File: config.mk
export PLATFORM = sky130hd
export DESIGN_NAME = imem_loader_flat
export DESIGN_NICKNAME = d
export VERILOG_FILES = /design/src/rtl/imem_loader_if.sv /design/src/rtl/imem_loader.sv /design/src/flat_wrapper.sv
export SDC_FILE = /design/constraint.sdc
export NUM_CORES = 1
export LEC_CHECK = 0
export CAP_MARGIN = 10
export CORE_MARGIN = 2
export CORE_UTILIZATION = 57
export CTS_CLUSTER_SIZE = 8
export DETAILED_ROUTE_END_ITERATION = 10
export GPL_TIMING_DRIVEN = 0
export PLACE_DENSITY = 0.83
export SLEW_MARGIN = 20
export SYNTH_ARGS = -nofsm -noshare
export SYNTH_HDL_FRONTEND = slang
export SYNTH_SLANG_ARGS = --single-unit
File: constraint.sdc
create_clock -name clk -period 3.7 [get_ports clk]
set_input_delay 1.11 -clock clk [delete_from_list [all_inputs] [get_ports clk]]
set_output_delay 1.11 -clock clk [all_outputs]
set_load 0.005 [all_outputs]
File: src/rtl/imem_loader_if.sv
// rtl/imem_loader_if.sv - byte-stream input and instruction-buffer write port bundle
interface imem_loader_if #(
    parameter int i_adr_width   = 10,
    parameter int i_width       = 23,
    parameter int i_buffer_size = 2
);
    localparam int W = i_buffer_size * i_width;

    logic [7:0]             in_byte;
    logic                   in_valid;
    logic                   in_ready;
    logic [i_adr_width-1:0] imem_write_adr;
    logic                   imem_write;
    logic [W-1:0]           imem_in;
    logic                   load_busy;
    logic                   load_done;
    logic                   load_error;

    // loader side: consumes the byte stream, drives the buffer write port and status
    modport slave (
        input  in_byte, in_valid,
        output in_ready, imem_write_adr, imem_write, imem_in,
        output load_busy, load_done, load_error
    );

    // host / buffer side
    modport master (
        output in_byte, in_valid,
        input  in_ready, imem_write_adr, imem_write, imem_in,
        input  load_busy, load_done, load_error
    );
endinterface

File: src/rtl/imem_loader.sv
// rtl/imem_loader.sv - framed byte-stream program loader feeding the instruction buffer
module imem_loader #(
    parameter int         i_adr_width   = 10,
    parameter int         i_width       = 23,
    parameter int         i_buffer_size = 2,
    parameter logic [7:0] sync_byte     = 8'hA5
) (
    input  logic         clk,
    input  logic         reset,
    imem_loader_if.slave bus
);
    localparam int W     = i_buffer_size * i_width;
    localparam int BPW   = (W + 7) / 8;
    localparam int IDX_W = (BPW > 1) ? $clog2(BPW) : 1;
    localparam logic [IDX_W-1:0] LAST_IDX = IDX_W'(BPW - 1);

    typedef enum logic [3:0] {
        S_IDLE, S_ADR_LO, S_ADR_HI, S_CNT_LO, S_CNT_HI,
        S_DATA, S_WRITE, S_CSUM, S_DONE
    } state_t;

    state_t                 state_q, state_d;
    logic                   in_ready;
    logic                   accept;
    logic [7:0]             adr_lo_q;
    logic [i_adr_width-1:0] adr_q;
    logic [15:0]            cnt_q;
    logic [7:0]             csum_q;
    logic [IDX_W-1:0]       idx_q;
    logic [8*BPW-1:0]       asm_q, asm_d;
    logic [i_adr_width-1:0] write_adr_q;
    logic                   write_q;
    logic [W-1:0]           write_data_q;
    logic                   error_q;

    // the loader stalls the host only while it is busy emitting a write or the done pulse
    assign in_ready = (state_q != S_WRITE) && (state_q != S_DONE);
    assign accept   = bus.in_valid && in_ready;

    assign bus.in_ready       = in_ready;
    assign bus.imem_write_adr = write_adr_q;
    assign bus.imem_write     = write_q;
    assign bus.imem_in        = write_data_q;
    assign bus.load_busy      = (state_q != S_IDLE);
    assign bus.load_done      = (state_q == S_DONE);
    assign bus.load_error     = error_q;

    // group assembly: the incoming byte lands at its slot on top of the bytes gathered so far
    always_comb begin
        asm_d = asm_q;
        asm_d[{idx_q, 3'b000} +: 8] = bus.in_byte;
    end

    // state register
    always_ff @(posedge clk) begin
        if (reset) begin
            state_q <= S_IDLE;
        end else begin
            state_q <= state_d;
        end
    end

    // next-state logic: header fields, payload groups, then checksum
    always_comb begin
        state_d = state_q;
        case (state_q)
            S_IDLE:   if (accept && bus.in_byte == sync_byte) state_d = S_ADR_LO;
            S_ADR_LO: if (accept) state_d = S_ADR_HI;
            S_ADR_HI: if (accept) state_d = S_CNT_LO;
            S_CNT_LO: if (accept) state_d = S_CNT_HI;
            S_CNT_HI: if (accept) state_d = ({bus.in_byte, cnt_q[7:0]} != 16'd0) ? S_DATA : S_CSUM;
            S_DATA:   if (accept && idx_q == LAST_IDX) state_d = S_WRITE;
            S_WRITE:  state_d = (cnt_q > 16'd1) ? S_DATA : S_CSUM;
            S_CSUM:   if (accept) state_d = S_DONE;
            S_DONE:   state_d = S_IDLE;
            default:  state_d = S_IDLE;
        endcase
    end

    // datapath: header capture, running checksum, group assembly and the registered write port
    always_ff @(posedge clk) begin
        if (reset) begin
            adr_lo_q     <= '0;
            adr_q        <= '0;
            cnt_q        <= '0;
            csum_q       <= '0;
            idx_q        <= '0;
            asm_q        <= '0;
            write_adr_q  <= '0;
            write_q      <= 1'b0;
            write_data_q <= '0;
            error_q      <= 1'b0;
        end else begin
            write_q <= 1'b0;
            case (state_q)
                S_IDLE: begin
                    if (accept && bus.in_byte == sync_byte) begin
                        csum_q  <= '0;
                        error_q <= 1'b0;
                        idx_q   <= '0;
                    end
                end
                S_ADR_LO: begin
                    if (accept) begin
                        adr_lo_q <= bus.in_byte;
                        csum_q   <= csum_q ^ bus.in_byte;
                    end
                end
                S_ADR_HI: begin
                    if (accept) begin
                        adr_q  <= i_adr_width'({bus.in_byte, adr_lo_q});
                        csum_q <= csum_q ^ bus.in_byte;
                    end
                end
                S_CNT_LO: begin
                    if (accept) begin
                        cnt_q[7:0] <= bus.in_byte;
                        csum_q     <= csum_q ^ bus.in_byte;
                    end
                end
                S_CNT_HI: begin
                    if (accept) begin
                        cnt_q[15:8] <= bus.in_byte;
                        csum_q      <= csum_q ^ bus.in_byte;
                        idx_q       <= '0;
                    end
                end
                S_DATA: begin
                    if (accept) begin
                        asm_q  <= asm_d;
                        csum_q <= csum_q ^ bus.in_byte;
                        if (idx_q == LAST_IDX) begin
                            // bits of the last byte above W fall off in the cast
                            idx_q        <= '0;
                            write_q      <= 1'b1;
                            write_data_q <= W'(asm_d);
                            write_adr_q  <= adr_q;
                        end else begin
                            idx_q <= idx_q + 1'b1;
                        end
                    end
                end
                S_WRITE: begin
                    // address wraps naturally at 2^i_adr_width
                    adr_q <= adr_q + 1'b1;
                    cnt_q <= cnt_q - 16'd1;
                end
                S_CSUM: begin
                    if (accept) error_q <= (bus.in_byte != csum_q);
                end
                default: ;
            endcase
        end
    end
endmodule

File: src/flat_wrapper.sv
// flat-port wrapper written by rule: the top's interface ports become plain ports
module imem_loader_flat 
#(
    parameter int         i_adr_width   = 10,
    parameter int         i_width       = 23,
    parameter int         i_buffer_size = 2,
    parameter logic [7:0] sync_byte     = 8'hA5
)
  (clk, reset, bus_in_byte, bus_in_valid, bus_in_ready, bus_imem_write_adr, bus_imem_write, bus_imem_in, bus_load_busy, bus_load_done, bus_load_error);
  imem_loader_if #(.i_adr_width(i_adr_width), .i_width(i_width), .i_buffer_size(i_buffer_size)) bus_i ();
  input  logic clk;
  input  logic reset;
  input wire logic [$bits(bus_i.in_byte)-1:0] bus_in_byte;
  input wire logic [$bits(bus_i.in_valid)-1:0] bus_in_valid;
  output wire logic [$bits(bus_i.in_ready)-1:0] bus_in_ready;
  output wire logic [$bits(bus_i.imem_write_adr)-1:0] bus_imem_write_adr;
  output wire logic [$bits(bus_i.imem_write)-1:0] bus_imem_write;
  output wire logic [$bits(bus_i.imem_in)-1:0] bus_imem_in;
  output wire logic [$bits(bus_i.load_busy)-1:0] bus_load_busy;
  output wire logic [$bits(bus_i.load_done)-1:0] bus_load_done;
  output wire logic [$bits(bus_i.load_error)-1:0] bus_load_error;
  assign bus_i.in_byte = bus_in_byte;
  assign bus_i.in_valid = bus_in_valid;
  assign bus_in_ready = bus_i.in_ready;
  assign bus_imem_write_adr = bus_i.imem_write_adr;
  assign bus_imem_write = bus_i.imem_write;
  assign bus_imem_in = bus_i.imem_in;
  assign bus_load_busy = bus_i.load_busy;
  assign bus_load_done = bus_i.load_done;
  assign bus_load_error = bus_i.load_error;
  imem_loader #(.i_adr_width(i_adr_width), .i_width(i_width), .i_buffer_size(i_buffer_size), .sync_byte(sync_byte)) u_core (.clk(clk), .reset(reset), .bus(bus_i));
endmodule
==> summary.md <==
| Metric | Value |
|---|---|
| Post-layout util | `70.5%` |
| Worst setup EP type | `primary output` |
| Setup Viol. Count Final | `0` |
| Die Wd | `116 microns` |
| Root buffer cell | `clkbuf_16` |
| Period utilization | `92.7%` |
| Gate count of the mapped netlist | `849` |
| Cell taking the most area after synthesis | `dfxtp_1` |
| Slew @ Worst Pin | `0.942 ns` |
| Startpoint Class | `register` |
| Net Count, Synth | `870` |
| Number of global-route vias before repair | `6211` |
| Routed wire length | `19.4 mm` |
| Max Clock Freq | `291 MHz` |
| Core ar. | `12100 sq um` |
| Share of flip-flops with an asynchronous set or reset | `0%` |
| Leak | `2.90 nW` |
| Pwr/cell area | `405 nW/um^2` |
| Global-route wire length before repair | `31.2 mm` |
| Initial core utilization | `58.7%` |
| Setup repair bufs after CTS | `0` |
| Largest net degree at the start of global routing | `17` |
| Clk slew on worst S/H paths | `0.06 ns` |
| Synth area leaders | `dfxtp_1 43%, mux2i_1 8.7%, nor2_1 6.1%, nand2_1 4.7%, a21oi_1 3.7%` |
| Internal power | `0.00268 W` |
| Part of the power in combinational logic | `3.0%` |
| Required @ worst endpoint | `2.59 ns` |
| Synth-to-layout area growth | `20.0%` |
| RD Place Congestion | `0.951` |
| Residual DRC | `0` |
| Synthesized flop and latch total | `153` |
| Top FF cell, synth | `dfxtp_1` |
| Sw power | `0.000774 W` |
| HP Class | `register to register` |
| TritonCTS Buffers | `17` |
| Io pins | `72` |
| Place WS | `0.223 ns` |
| # nets final | `953` |
| Max cap viols | `0` |
| Post-route cell area | `8540 sq um` |
| Setup Skew | `0.00982 ns` |
| Post-synthesis instance area | `7110 sq um` |
| Worst-Skew Late Latency | `0.43 ns` |
| Area of the die | `13400 sq um` |
| GRT Total Usage | `30.1%` |
| Final max-slew violation count | `0` |
| Unrepaired setup endpoints after global routing | `false` |
| Arr. time, crit path | `2.32 ns` |
| Initial antenna violation count | `0` |
| Initial drt markers | `747` |
| Post-synth EDFFs | `0` |
| Pre-antenna DRT Iters | `8` |
| Setup ws final | `0.269 ns` |
| Flop pwr share | `47.7%` |
| PortBufs | `64` |
| Final hold vios | `0` |
| DP Wirelength | `13.0 mm` |
| Post-DP Area | `7960 sq um` |
| Vias per cell | `6.01` |
| CTS tree | `yes` |
| Routed Antenna Nets | `0` |
| Clk sinks | `153` |
| Via Count | `6694` |
| Relative slew slack | `37.0%` |
| Final Non-Filler Cells | `1113` |
| Switch share | `22.4%` |
| GRT Residual Overflow | `0` |
| Most common cell after layout, fill and taps aside | `dfxtp_1` |
| Post-Syn Area per Cell | `8.38 sq um` |
| Post-layout min period | `3.43 ns` |
| Fraction of layout cells with a size suffix above 1 | `6.35%` |
| Yosys warnings | `0` |
| Final antenna diode count | `0` |
| Synth cell types | `60` |
| Top-area cell type share of the netlist area | `43.1%` |
| Commonest non-fill, non-tap cells in the layout | `153 x dfxtp_1, 116 x nor2_1, 90 x nand2_1` |
| Placed Cells | `1081` |
| H-tree levels | `4` |
| Seq/Total Area, Yosys | `43.1%` |
| Rows | `40` |
| Crit Path Max Fanout | `10` |
| Die Y | `116 microns` |
| Kind of critical path | `register to primary output` |
| Run status | `complete, no violations` |
| Fin Setup TNS | `0 ns` |
| Maximum VDD drop | `0.360 mV` |
| Clock Tree Buf Depth | `2` |
| Wire per inst | `17.4 microns` |
| Power share of the clock group | `49.3%` |
power by group through the flow:
stage	combinational, W	clock, W	sequential, W
2_1_floorplan	0.0000570	0	0.00168
3_3_place_gp	0.0000988	0	0.00168
3_5_place_dp	0.000100	0	0.00168
4_1_cts	0.000101	0.00171	0.00165
5_1_grt	0.000109	0.00179	0.00165
6_report	0.000104	0.00171	0.00165
worst max-delay path, cell delays in order, from the launching register on:
cell	delay (ns)
dfxtp_1	0.31
clkbuf_1	0.37
and4bb_1	0.41
buf_2	0.29
nor2_1	0.06
clkdlybuf4s50_1	0.44
cell usage after synthesis (8+ instances only):
master,number
a211oi_1,34
nor2b_1,10
nand2_1,90
a31oi_1,9
o211ai_1,20
clkbuf_1,53
inv_1,11
nor2_1,116
a21oi_1,53
and2_1,10
mux2i_1,62
and3_1,8
nand3_1,29
nor3_1,26
a32o_1,8
buf_2,15
ha_1,10
xnor2_1,8
dfxtp_1,153
o21ai_0,41
kinds of logic (layout without fill, tap and decap cells):
family          count (synthesis)  in the layout  share of synthesized area [%]
compound gates                193            193                           17.8
flops                         153            153                           43.1
buf+inv                        84            180                           4.80
fa+ha+maj                      10             10                           1.76
simple gates                  337            337                           22.6
xor+xnor                        9              9                           1.11
mux                            63             63                           8.88
flip-flops by register name (all words and copies together) (netlist names):
register,count
u_core.bus.load_error,1
u_core.adr_q,10
u_core.adr_lo_q,8
u_core.asm_q,46
u_core.state_q,4
u_core.idx_q,3
u_core.bus.imem_write,1
u_core.bus.imem_in,46
u_core.csum_q,8
u_core.bus.imem_write_adr,10
u_core.cnt_q,16
metal layers:
layer  vias up  GRT usage, %  part of all wire (%)
li1       3184             -                     -
met1      3147          39.0                    42
met5         -             0                     0
met2       316          49.4                    47
met3        47          6.96                   8.1
met4         0          10.8                   2.7
final cells by class:
class,count,area [sq um]
Inverter,11,41.3
Multi-Input combinational cell,612,3710
Timing Repair Buffer,64,641
Tap cell,168,210
Sequential cell,153,3060
Fill cell,936,3570
Buffer,73,302
Clock inverter,10,119
Clock buffer,22,454
stage by stage:
stage	hold WS, ns	total power (W)
finish	0.455	0.00346
global route	0.473	0.00354
CTS	0.456	0.00346
detailed placement	0.447	0.00178
global placement	0.443	0.00178
floorplan	0.437	0.00174
path summary, 6_finish.rpt:
kind                            cells past startpoint  slack [ns]                          from                            to
worst max register to register                     12        0.42               u_core.idx_q[0]               u_core.asm_q[3]
worst max-delay path                                5        0.27             u_core.state_q[1]                  bus_in_ready
worst min-delay path                                2        0.45  u_core.bus.imem_write_adr[4]  u_core.bus.imem_write_adr[4]
worst min register to register                      2        0.45  u_core.bus.imem_write_adr[4]  u_core.bus.imem_write_adr[4]
repair_timing:
item                       in CTS  in global routing
setup endpoints to repair       0                  5
hold buffers                    0                  0
hold endpoints to repair        0                  0
gates resized for setup         0                  2
Note: power is estimated with default switching activity, not from simulation.
